$ cat src/rtl/ex_stage_pkg.sv
// ex_stage_pkg: shared widths, ALU opcodes, execute-stage FSM states and
// opcode-class helpers for the execute stage and its iterative mul/div unit.
package ex_stage_pkg;

    localparam int COMMON_WIDTH   = 32;
    localparam int REG_NUM        = 5;
    localparam int ALU_TYPE_WIDTH = 5;

    localparam logic [ALU_TYPE_WIDTH-1:0] ALU_ADD   = 5'd0;
    localparam logic [ALU_TYPE_WIDTH-1:0] ALU_SUB   = 5'd1;
    localparam logic [ALU_TYPE_WIDTH-1:0] ALU_AND   = 5'd2;
    localparam logic [ALU_TYPE_WIDTH-1:0] ALU_OR    = 5'd3;
    localparam logic [ALU_TYPE_WIDTH-1:0] ALU_XOR   = 5'd4;
    localparam logic [ALU_TYPE_WIDTH-1:0] ALU_SLL   = 5'd5;
    localparam logic [ALU_TYPE_WIDTH-1:0] ALU_SRL   = 5'd6;
    localparam logic [ALU_TYPE_WIDTH-1:0] ALU_SRA   = 5'd7;
    localparam logic [ALU_TYPE_WIDTH-1:0] ALU_SLT   = 5'd8;
    localparam logic [ALU_TYPE_WIDTH-1:0] ALU_SLTU  = 5'd9;
    localparam logic [ALU_TYPE_WIDTH-1:0] ALU_MUL   = 5'd10;
    localparam logic [ALU_TYPE_WIDTH-1:0] ALU_MULH  = 5'd11;
    localparam logic [ALU_TYPE_WIDTH-1:0] ALU_MULHU = 5'd12;
    localparam logic [ALU_TYPE_WIDTH-1:0] ALU_DIV   = 5'd13;
    localparam logic [ALU_TYPE_WIDTH-1:0] ALU_DIVU  = 5'd14;
    localparam logic [ALU_TYPE_WIDTH-1:0] ALU_REM   = 5'd15;
    localparam logic [ALU_TYPE_WIDTH-1:0] ALU_REMU  = 5'd16;

    typedef enum logic [1:0] {
        EX_ST_IDLE = 2'd0,
        EX_ST_MUL  = 2'd1,
        EX_ST_DIV  = 2'd2
    } ex_state_e;

    function automatic logic is_mul_op(input logic [ALU_TYPE_WIDTH-1:0] op);
        return (op == ALU_MUL) || (op == ALU_MULH) || (op == ALU_MULHU);
    endfunction

    function automatic logic is_div_op(input logic [ALU_TYPE_WIDTH-1:0] op);
        return (op == ALU_DIV) || (op == ALU_DIVU) || (op == ALU_REM) || (op == ALU_REMU);
    endfunction

endpackage

$ cat src/rtl/ex_muldiv_iter.sv
// ex_muldiv_iter: iterative radix-2 datapath for MUL/MULH/MULHU (shift-add into
// a 2*XLEN accumulator) and DIV/DIVU/REM/REMU (restoring division on magnitudes).
// Sequencing (iteration count, completion) is owned by the instantiating FSM.
// Ports:
//   clk       clock, rising edge
//   i_start   latch operands and op on this edge
//   i_busy    perform one iteration on this edge
//   i_op      ALU opcode of the op being started
//   i_src1/2  operands A and B
//   o_result  final result, valid during the cycle whose edge performs the
//             last iteration (computed from that iteration's next state)
module ex_muldiv_iter
    import ex_stage_pkg::*;
#(
    parameter int XLEN = COMMON_WIDTH
) (
    input  logic                      clk,
    input  logic                      i_start,
    input  logic                      i_busy,
    input  logic [ALU_TYPE_WIDTH-1:0] i_op,
    input  logic [XLEN-1:0]           i_src1,
    input  logic [XLEN-1:0]           i_src2,
    output logic [XLEN-1:0]           o_result
);

    function automatic logic [XLEN-1:0] mag(input logic [XLEN-1:0] x, input logic en);
        return (en && x[XLEN-1]) ? (~x + 1'b1) : x;
    endfunction

    logic [2*XLEN-1:0] r_acc, r_mcand, w_acc_nxt, w_prod;
    logic [XLEN-1:0]   r_mplier, r_rem, r_quo, r_dvsr;
    logic [XLEN-1:0]   w_rem_nxt, w_quo_nxt, w_quo_fix, w_rem_fix, w_mag1, w_mag2;
    logic [XLEN:0]     w_part, w_diff;
    logic              w_ge, w_mul_signed, w_div_signed;
    logic              r_neg_p, r_neg_q, r_neg_r, r_sel_hi, r_sel_rem, r_is_div;

    // Only MULH needs signed magnitudes: the low word is sign-agnostic.
    assign w_mul_signed = (i_op == ALU_MULH);
    assign w_div_signed = (i_op == ALU_DIV) || (i_op == ALU_REM);
    assign w_mag1       = mag(i_src1, w_mul_signed || w_div_signed);
    assign w_mag2       = mag(i_src2, w_mul_signed || w_div_signed);

    // Shift-add step.
    assign w_acc_nxt = r_acc + (r_mplier[0] ? r_mcand : '0);

    // Restoring-divide step: bring in the next dividend bit, try a subtract.
    assign w_part    = {r_rem, r_quo[XLEN-1]};
    assign w_diff    = w_part - {1'b0, r_dvsr};
    assign w_ge      = !w_diff[XLEN];
    assign w_rem_nxt = w_ge ? w_diff[XLEN-1:0] : w_part[XLEN-1:0];
    assign w_quo_nxt = {r_quo[XLEN-2:0], w_ge};

    // Divide-by-zero yields an all-ones magnitude quotient and the dividend
    // magnitude as remainder; suppressing quotient negation keeps 0xFFFFFFFF.
    assign w_prod    = r_neg_p ? (~w_acc_nxt + 1'b1) : w_acc_nxt;
    assign w_quo_fix = r_neg_q ? (~w_quo_nxt + 1'b1) : w_quo_nxt;
    assign w_rem_fix = r_neg_r ? (~w_rem_nxt + 1'b1) : w_rem_nxt;

    assign o_result = r_is_div ? (r_sel_rem ? w_rem_fix : w_quo_fix)
                               : (r_sel_hi ? w_prod[2*XLEN-1:XLEN] : w_prod[XLEN-1:0]);

    always_ff @(posedge clk) begin
        if (i_start) begin
            r_acc     <= '0;
            r_mcand   <= {{XLEN{1'b0}}, w_mag1};
            r_mplier  <= w_mag2;
            r_rem     <= '0;
            r_quo     <= w_mag1;
            r_dvsr    <= w_mag2;
            r_neg_p   <= w_mul_signed && (i_src1[XLEN-1] ^ i_src2[XLEN-1]);
            r_neg_q   <= w_div_signed && (i_src1[XLEN-1] ^ i_src2[XLEN-1]) && (i_src2 != '0);
            r_neg_r   <= w_div_signed && i_src1[XLEN-1];
            r_sel_hi  <= (i_op != ALU_MUL);
            r_sel_rem <= (i_op == ALU_REM) || (i_op == ALU_REMU);
            r_is_div  <= is_div_op(i_op);
        end else if (i_busy) begin
            r_acc    <= w_acc_nxt;
            r_mcand  <= r_mcand << 1;
            r_mplier <= r_mplier >> 1;
            r_rem    <= w_rem_nxt;
            r_quo    <= w_quo_nxt;
        end
    end

endmodule

$ cat src/rtl/ex_stage.sv
// ex_stage: execute stage. Consumes the ID/EX bundle, runs single-cycle ALU ops
// directly into the EX/MEM output register, and sequences iterative mul/div
// through ex_muldiv_iter while holding upstream with stall.
// Build option: EX_MULDIV_EN -- when defined, MUL/DIV FSM states and the
// iterative datapath are present; when undefined, mul/div opcodes behave as
// unknown ops (single cycle, result 0) and stall is tied low.
// Ports:
//   clk, rst            clock (rising edge), asynchronous active-high reset
//   in_valid            ID/EX bundle valid
//   alu_type            opcode
//   src1, src2_imm      operands (B already immediate-muxed)
//   rd                  destination register
//   stall               iterative op in flight, upstream holds
//   out_valid           one-cycle pulse per completed op
//   out_rd, out_result  registered result bundle, held while out_valid is low
module ex_stage
    import ex_stage_pkg::*;
#(
    parameter int XLEN = COMMON_WIDTH,
    parameter int ITER = XLEN
) (
    input  logic                      clk,
    input  logic                      rst,
    input  logic                      in_valid,
    input  logic [ALU_TYPE_WIDTH-1:0] alu_type,
    input  logic [XLEN-1:0]           src1,
    input  logic [XLEN-1:0]           src2_imm,
    input  logic [REG_NUM-1:0]        rd,
    output logic                      stall,
    output logic                      out_valid,
    output logic [REG_NUM-1:0]        out_rd,
    output logic [XLEN-1:0]           out_result
);

    function automatic logic [XLEN-1:0] alu_single(input logic [ALU_TYPE_WIDTH-1:0] op,
                                                   input logic [XLEN-1:0] a,
                                                   input logic [XLEN-1:0] b);
        logic [4:0] shamt;
        shamt = b[4:0];
        case (op)
            ALU_ADD:  return a + b;
            ALU_SUB:  return a - b;
            ALU_AND:  return a & b;
            ALU_OR:   return a | b;
            ALU_XOR:  return a ^ b;
            ALU_SLL:  return a << shamt;
            ALU_SRL:  return a >> shamt;
            ALU_SRA:  return $unsigned($signed(a) >>> shamt);
            ALU_SLT:  return {{(XLEN-1){1'b0}}, ($signed(a) < $signed(b))};
            ALU_SLTU: return {{(XLEN-1){1'b0}}, (a < b)};
            default:  return '0;
        endcase
    endfunction

    logic               w_accept, w_is_md, w_md_done;
    logic [XLEN-1:0]    w_alu_result, w_md_result;
    logic [REG_NUM-1:0] w_md_rd;

    assign w_accept     = in_valid && !stall;
    assign w_alu_result = alu_single(alu_type, src1, src2_imm);

`ifdef EX_MULDIV_EN
    localparam int CNT_W = $clog2(ITER) + 1;

    ex_state_e          r_state, w_state_next;
    logic [CNT_W-1:0]   r_cnt;
    logic [REG_NUM-1:0] r_md_rd;
    logic               w_last;

    assign w_is_md   = is_mul_op(alu_type) || is_div_op(alu_type);
    assign w_last    = (r_cnt == CNT_W'(ITER - 1));
    assign stall     = (r_state != EX_ST_IDLE);
    assign w_md_done = stall && w_last;
    assign w_md_rd   = r_md_rd;

    always_comb begin
        w_state_next = r_state;
        case (r_state)
            EX_ST_IDLE: begin
                if (w_accept && is_mul_op(alu_type))
                    w_state_next = EX_ST_MUL;
                else if (w_accept && is_div_op(alu_type))
                    w_state_next = EX_ST_DIV;
            end
            EX_ST_MUL, EX_ST_DIV: begin
                if (w_last)
                    w_state_next = EX_ST_IDLE;
            end
            default: w_state_next = EX_ST_IDLE;
        endcase
    end

    always_ff @(posedge clk or posedge rst) begin
        if (rst) begin
            r_state <= EX_ST_IDLE;
            r_cnt   <= '0;
            r_md_rd <= '0;
        end else begin
            r_state <= w_state_next;
            if (r_state == EX_ST_IDLE)
                r_cnt <= '0;
            else
                r_cnt <= w_last ? '0 : r_cnt + 1'b1;
            if (w_accept && w_is_md)
                r_md_rd <= rd;
        end
    end

    ex_muldiv_iter #(.XLEN(XLEN)) u_muldiv (
        .clk      (clk),
        .i_start  (w_accept && w_is_md),
        .i_busy   (stall),
        .i_op     (alu_type),
        .i_src1   (src1),
        .i_src2   (src2_imm),
        .o_result (w_md_result)
    );
`else
    assign stall       = 1'b0;
    assign w_is_md     = 1'b0;
    assign w_md_done   = 1'b0;
    assign w_md_result = '0;
    assign w_md_rd     = '0;
`endif

    // Completion of an iterative op and a new single-cycle accept are mutually
    // exclusive because accepts require stall low.
    always_ff @(posedge clk or posedge rst) begin
        if (rst) begin
            out_valid  <= 1'b0;
            out_rd     <= '0;
            out_result <= '0;
        end else if (w_md_done) begin
            out_valid  <= 1'b1;
            out_rd     <= w_md_rd;
            out_result <= w_md_result;
        end else if (w_accept && !w_is_md) begin
            out_valid  <= 1'b1;
            out_rd     <= rd;
            out_result <= w_alu_result;
        end else begin
            out_valid  <= 1'b0;
        end
    end

endmodule

$ cat config.mk
export PLATFORM = sky130hd
export DESIGN_NAME = ex_stage
export DESIGN_NICKNAME = d
export VERILOG_FILES = /design/src/rtl/ex_stage_pkg.sv /design/src/rtl/ex_muldiv_iter.sv /design/src/rtl/ex_stage.sv
export SDC_FILE = /design/constraint.sdc
export NUM_CORES = 1
export LEC_CHECK = 0
export ABC_AREA = 1
export BUFFER_PORTS_ARGS = -buffer_cell sky130_fd_sc_hd__buf_2
export CAP_MARGIN = 0
export CORE_ASPECT_RATIO = 0.9
export CORE_MARGIN = 5
export CORE_UTILIZATION = 40
export CTS_CLUSTER_DIAMETER = 40
export DETAILED_ROUTE_END_ITERATION = 12
export MAX_ROUTING_LAYER = met4
export SKIP_LAST_GASP = 1
export SYNTH_ARGS = -nofsm -noshare
export SYNTH_HDL_FRONTEND = slang
export SYNTH_HIERARCHICAL = 1
export SYNTH_SLANG_ARGS = --single-unit
$ cat constraint.sdc
create_clock -name clk -period 1.45 [get_ports clk]
set_clock_uncertainty 0.1 [all_clocks]
set_input_delay 0.435 -clock clk [delete_from_list [all_inputs] [get_ports clk]]
set_output_delay 0.435 -clock clk [all_outputs]
set_load 0.01 [all_outputs]
* After elaboration in Yosys (flattened, before gate mapping)
Cells that the tools add are included.
** Operators by class
- Add/sub/neg operators :: 2
- $lt $le $gt $ge :: 2
- Equal/unequal tests :: 9
- Shift-type cells :: 3
- Muxes and demuxes :: 2
- Bitwise gates (word level) :: 3
- Reductions and logical operators :: 1
** Operators with widths (number)
- one-hot mux 32 bit (10 select lines) :: 1
- < comparator 32 bit :: 2
- adder 32 bit :: 1
- AND 32 bit :: 1
- bitwise OR 32 bit :: 1
- << shifter 32 x 5 -> 32 bit :: 1
- >> shifter 32 x 5 -> 32 bit :: 1
- >>> shifter 32 x 5 -> 32 bit :: 1
- subtractor 32 bit :: 1
- XOR 32 bit :: 1
- equality test 5 x 3 -> 1 bit, second input constant :: 4
- equality test 5 x 2 -> 1 bit, second input constant :: 2
- equality test 5 x 4 -> 1 bit, second input constant :: 2
- equality test 5 x 1 -> 1 bit, second input constant :: 1
- logical NOT 5 bit :: 1
- two-way mux 1 bit :: 1
** Word-level totals
- Flip-flop bits (word level) :: 38
- Input port bits :: 77
- Output and inout bits :: 39
- Word-level logic and storage cells :: 25

* Longest topological paths before layout
- Depth in word-level cells :: 2
- Gate-level depth with buffers :: 20
- Depth with buffers taken out :: 18

* Least setup slack after synthesis
No wires, ideal clock.
- Path type :: in2reg
- Start point :: input port src2_imm[4]
- End point :: register out_result[18]
- Setup time :: 0.123 ns
- Arrival :: 2.727 ns
- Data required time :: 1.227 ns
- Slack :: -1.500 ns
- Stages on the path :: 18
- Path buffers :: 4
- Path through :: clkbuf_1 inv_1 clkbuf_1 clkbuf_1 ha_1 buf_2 nor2_1 nand3_1 nand3_1 nand2_1 nand2_1 nand2_1 nand2_1 nand2_1 nand3_1 nand2_1 o21ai_0 nand2_1
** On the way
- Word-level cells in the longest chain between the ends :: 2
- Elaborated cells on any way between the ends :: 6
- Classes of those cells :: add/sub: 2; shift: 3; mux: 1
** RTL lines
- from (decl) :: line ex_stage.sv:27 : input logic [XLEN-1:0] src2_imm,
- subtractor 32 bit, or another cell as far along :: line ex_stage.sv:42 : ALU_SUB: return a - b;
- one-hot mux 32 bit (10 select lines) (*) :: line ex_stage.sv:40 : case (op)
- to (signal assigned) :: line ex_stage.sv:136 : out_result <= w_md_result;
- to (signal assigned) :: line ex_stage.sv:140 : out_result <= w_alu_result;
- to (decl) :: line ex_stage.sv:32 : output logic [XLEN-1:0] out_result
Mark *: on every way between the ends. The rest lies on a longest branch, timed or not.
A chain may end at the register's enable or synchronous reset.

* Final worst setup path
- Start point :: input port src1[0]
- End point :: register out_result[6]
** On the way
- Word-level cells in the longest chain between the ends :: 2
- Elaborated cells on any way between the ends :: 6
- Classes of those cells :: add/sub: 2; shift: 3; mux: 1
** RTL lines
- from (decl) :: line ex_stage.sv:26 : input logic [XLEN-1:0] src1,
- subtractor 32 bit, or another cell as far along :: line ex_stage.sv:42
- one-hot mux 32 bit (10 select lines) (*) :: line ex_stage.sv:40
Marked as above.

==> results by group <==
Placed design
  • Area post-placement: roughly 17000 um^2
  • Detailed-placement wirelength estimate: ~56 mm
  • Final weighted congestion of routability-driven global placement: 1.11
  • # placed instances: 3268
  • Port-buffer cells: 114

Setup path
  • Path depth of the worst reg2reg path: 2
  • Sequence of cells on the critical path: buf_8 -> ha_2 -> fa_2 -> nand3_2 -> nand3_4 -> nand2_2 -> nand2_4 -> nand2_1 -> o21ai_0 -> nand2_1 -> nand3_2 -> nor2_1 -> nand2_1 -> nand2_1 -> nand2_1
  • Crit path required time: 1.56 ns
  • Critical Path Sink Type: register
  • Startpoint types: primary input
  • Critical path start-end classification: primary input to register
  • Delay of the slowest cell on the worst path: 0.39 ns
  • Worst-case register-to-register setup slack: between 0.6 and 0.7 ns
  • CP Max Fanout: 4
  • Most Frequent Cell on Critical Path: sky130_fd_sc_hd__nand2_1
  • Worst Path Arrival: 2.24 ns
  • Slowest cell on the critical path: sky130_fd_sc_hd__fa_2

Finish
  • Cell area after layout: 21200 um^2
  • Fillers: 2392
  • # diodes: 0
  • Sequential cell area: 951 um^2
  • Net count of the finished layout: about 3.1k
  • Total area of multi-input combinational cells: 12300 um^2
  • Final standard cell utilization of the core: 0.736
  • Area added between synthesis and finish: 82.1%
  • Share of cells above drive strength 1: 0.506
  • Final instance count without filler cells: 3342

Route
  • Via count normalized by instance count: 5.67
  • Wirelength per Cell: roughly 22 um
  • Starting DRC count in detailed routing: roughly 2.5k
  • Wire length after detailed routing: about 72 mm
  • Via Count: 19.0k
  • Post-route ant nets: 0
  • First-pass detailed-route iteration total: 5
  • DRC: 0

Synthesis
  • Top cells by count, synth: sky130_fd_sc_hd__nand2_1, sky130_fd_sc_hd__nand3_1, sky130_fd_sc_hd__inv_1, sky130_fd_sc_hd__nor2_1, sky130_fd_sc_hd__ha_1
  • Proportion of netlist area held by the largest area contributor: 0.286
  • Post-synth top flop: sky130_fd_sc_hd__dfrtp_1
  • Number of synthesis warnings: 6
  • Avg Inst Size Synth: 5.04 um^2
  • Synth Register Bits: 38
  • Unique cell type count in the Yosys netlist: 43
  • Portion of the post-synthesis area used by sequential elements: 0.0815
  • Cell taking the most area after synthesis: sky130_fd_sc_hd__nand2_1
  • Synthesized Nets: about 2.5k
  • Cell area after technology mapping: 11700 um^2
  • Most frequent cell after synthesis: sky130_fd_sc_hd__nand2_1
  • Count of flip-flops with a built-in enable after synthesis: 0
  • Post-Synthesis Cells: 2314
  • Synth top area cells: sky130_fd_sc_hd__nand2_1, sky130_fd_sc_hd__nand3_1, sky130_fd_sc_hd__ha_1
  • Proportion of register bits with asynchronous set or reset after synthesis: 1.00

STA
  • Final Hold Vio Count: 0
  • Number of pins exceeding their max-slew limit in the final report: 0
  • Highest clock frequency the design can meet: 0.468 GHz
  • Share of the clock period used by the worst path after layout: 1.47
  • Total setup violations reported at the end of the flow: 32
  • Final period demand of the worst path: 2.14 ns
  • Worst hold slack: 0.101 ns
  • RSZ-0062 raised after global routing: yes
  • Fin worst setup slack: -0.686 ns

Min path
  • Type of the worst min-delay path: primary input to asynchronous set/reset pin

Power
  • Leakage: ~11 nW
  • Power per cell area: 475 nW/um^2
  • IR Drop Worst-Case VDD: 0.478 mV
  • Post-route total power: ~10 mW

Clock tree
  • Sink count of the clock tree: 38
  • Clock-pin slew on the worst setup and hold paths: 0.08 ns
  • Inserted Clock Buffers: 5
  • Quantity of hold-fixing buffers added after cts: 0
  • Root cell of the clock tree: sky130_fd_sc_hd__clkbuf_16
  • Clock H-tree levels: 2
  • Clock latency reported for the late side of the worst-skew pair: roughly 0.30 ns
  • CTS tree: done
  • Maximum number of buffers from clock root to sink: 2

Die
  • Initial Util: 0.404
  • Core Region: 28900 um^2
  • Die X-Extent: 190 um
  • # rows: 59
  • Vertical extent of the die: 172 um
  • I/O pin total: about 120
  • Area of the die: 32700 um^2

Global routing
  • Wire length of the first global-routing pass: 104 mm
  • Antenna violations before repair: 0
  • All-layer global routing usage: 0.427
  • Number of global-route vias before repair: 17.8k
  • Pin count of the biggest net entering global routing: 39
  • Grt total ovfl: 0

Run status
  • Violations in the final reports: setup timing
  • Result of the run: finished with violations

Run
  • Count of maximum capacitance violations: 0
-- final timing paths --
path,from,end
max in group asynchronous,rst,out_result[26]
setup / recovery,src1[0],out_result[6]
setup reg to reg,out_result[15],out_result[15]
hold / removal,rst,out_result[11]
hold reg to reg,out_result[14],out_result[14]
min in group clk,rd[3],out_rd[3]
-- area by class of cell --
type                            count  area share
Sequential cell                    38      0.0448
Clock buffer                        6     0.00654
Tap cell                          396      0.0233
Clock inverter                      2    0.000589
Timing Repair Buffer              724       0.285
Inverter                          316      0.0602
Multi-Input combinational cell   1860       0.580
-- kinds of logic after synthesis --
| family | Yosys count | synth area share |
|---|---|---|
| AO/OA/AOI/OAI | 179 | 0.0882 |
| XOR/XNOR | 1 | 0.000751 |
| adder cells (fa/ha/maj) | 101 | 0.110 |
| buffers and inverters | 416 | 0.143 |
| flip-flops | 38 | 0.0815 |
| other | 1 | 0.000322 |
| AND/OR/NAND/NOR | 1578 | 0.577 |
-- power by group --
part,internal [mW],switching (mW)
clock,0.686,0.568
sequential,1.15,0.0640
combinational,3.24,4.37
total,5.08,5.00
-- sequential cells by signal, summed over array words and instances (netlist names) --
register / flops
out_rd: 5
out_valid: 1
out_result: 32
-- timing repair --
item,in CTS,in global routing
resized for setup,727,342
gates cloned,4,0
pin swaps,194,143
buffers inserted,50,13
endpoints found under the setup margin,32,32
hold endpoints to repair,0,0
-- cell usage in the layout, fill, tap and decap left out, types with 30 or more instances in the layout --
cell                      count
sky130_fd_sc_hd__nand2_1    610
sky130_fd_sc_hd__buf_4      526
sky130_fd_sc_hd__nand3_1    266
sky130_fd_sc_hd__inv_1      211
sky130_fd_sc_hd__nand2_2    206
sky130_fd_sc_hd__nand3_2    127
sky130_fd_sc_hd__nor2_1      96
sky130_fd_sc_hd__buf_6       82
sky130_fd_sc_hd__inv_2       77
sky130_fd_sc_hd__buf_2       76
sky130_fd_sc_hd__nand2_4     68
sky130_fd_sc_hd__nor2_4      51
sky130_fd_sc_hd__nor2_2      46
sky130_fd_sc_hd__ha_1        43
sky130_fd_sc_hd__dfrtp_1     38
sky130_fd_sc_hd__nand4_1     37
sky130_fd_sc_hd__ha_4        31
sky130_fd_sc_hd__a21oi_1     30
-- metal layers --
layer | vias up | GRT usage | share of wire | wire, um
li1 | 8655 | - | - | -
met1 | 8709 | 0.559 | 0.40 | 28700
met2 | 1282 | 0.628 | 0.42 | 30100
met3 | 311 | 0.0830 | 0.11 | 8180
met4 | 0 | 0.218 | 0.073 | 5300
met5 | - | - | 0 | 0
-- critical path: cells and delay by family --
| family | cells | cell delay [ns] |
|---|---|---|
| AO/OA/AOI/OAI | 1 | 0.12 |
| buffers and inverters | 1 | 0.11 |
| adder cells (fa/ha/maj) | 2 | 0.58 |
| AND/OR/NAND/NOR | 11 | 0.99 |
-- through the flow --
stage | TNS, ns | worst slack, ns
3_5_place_dp | -36.58 | -1.30
2_1_floorplan | -25.70 | -0.903
4_1_cts | -18.65 | -0.650
3_3_place_gp | -36.04 | -1.37
5_1_grt | -21.85 | -0.846
6_report | -19.53 | -0.686
(Power assumes the default switching activity.)
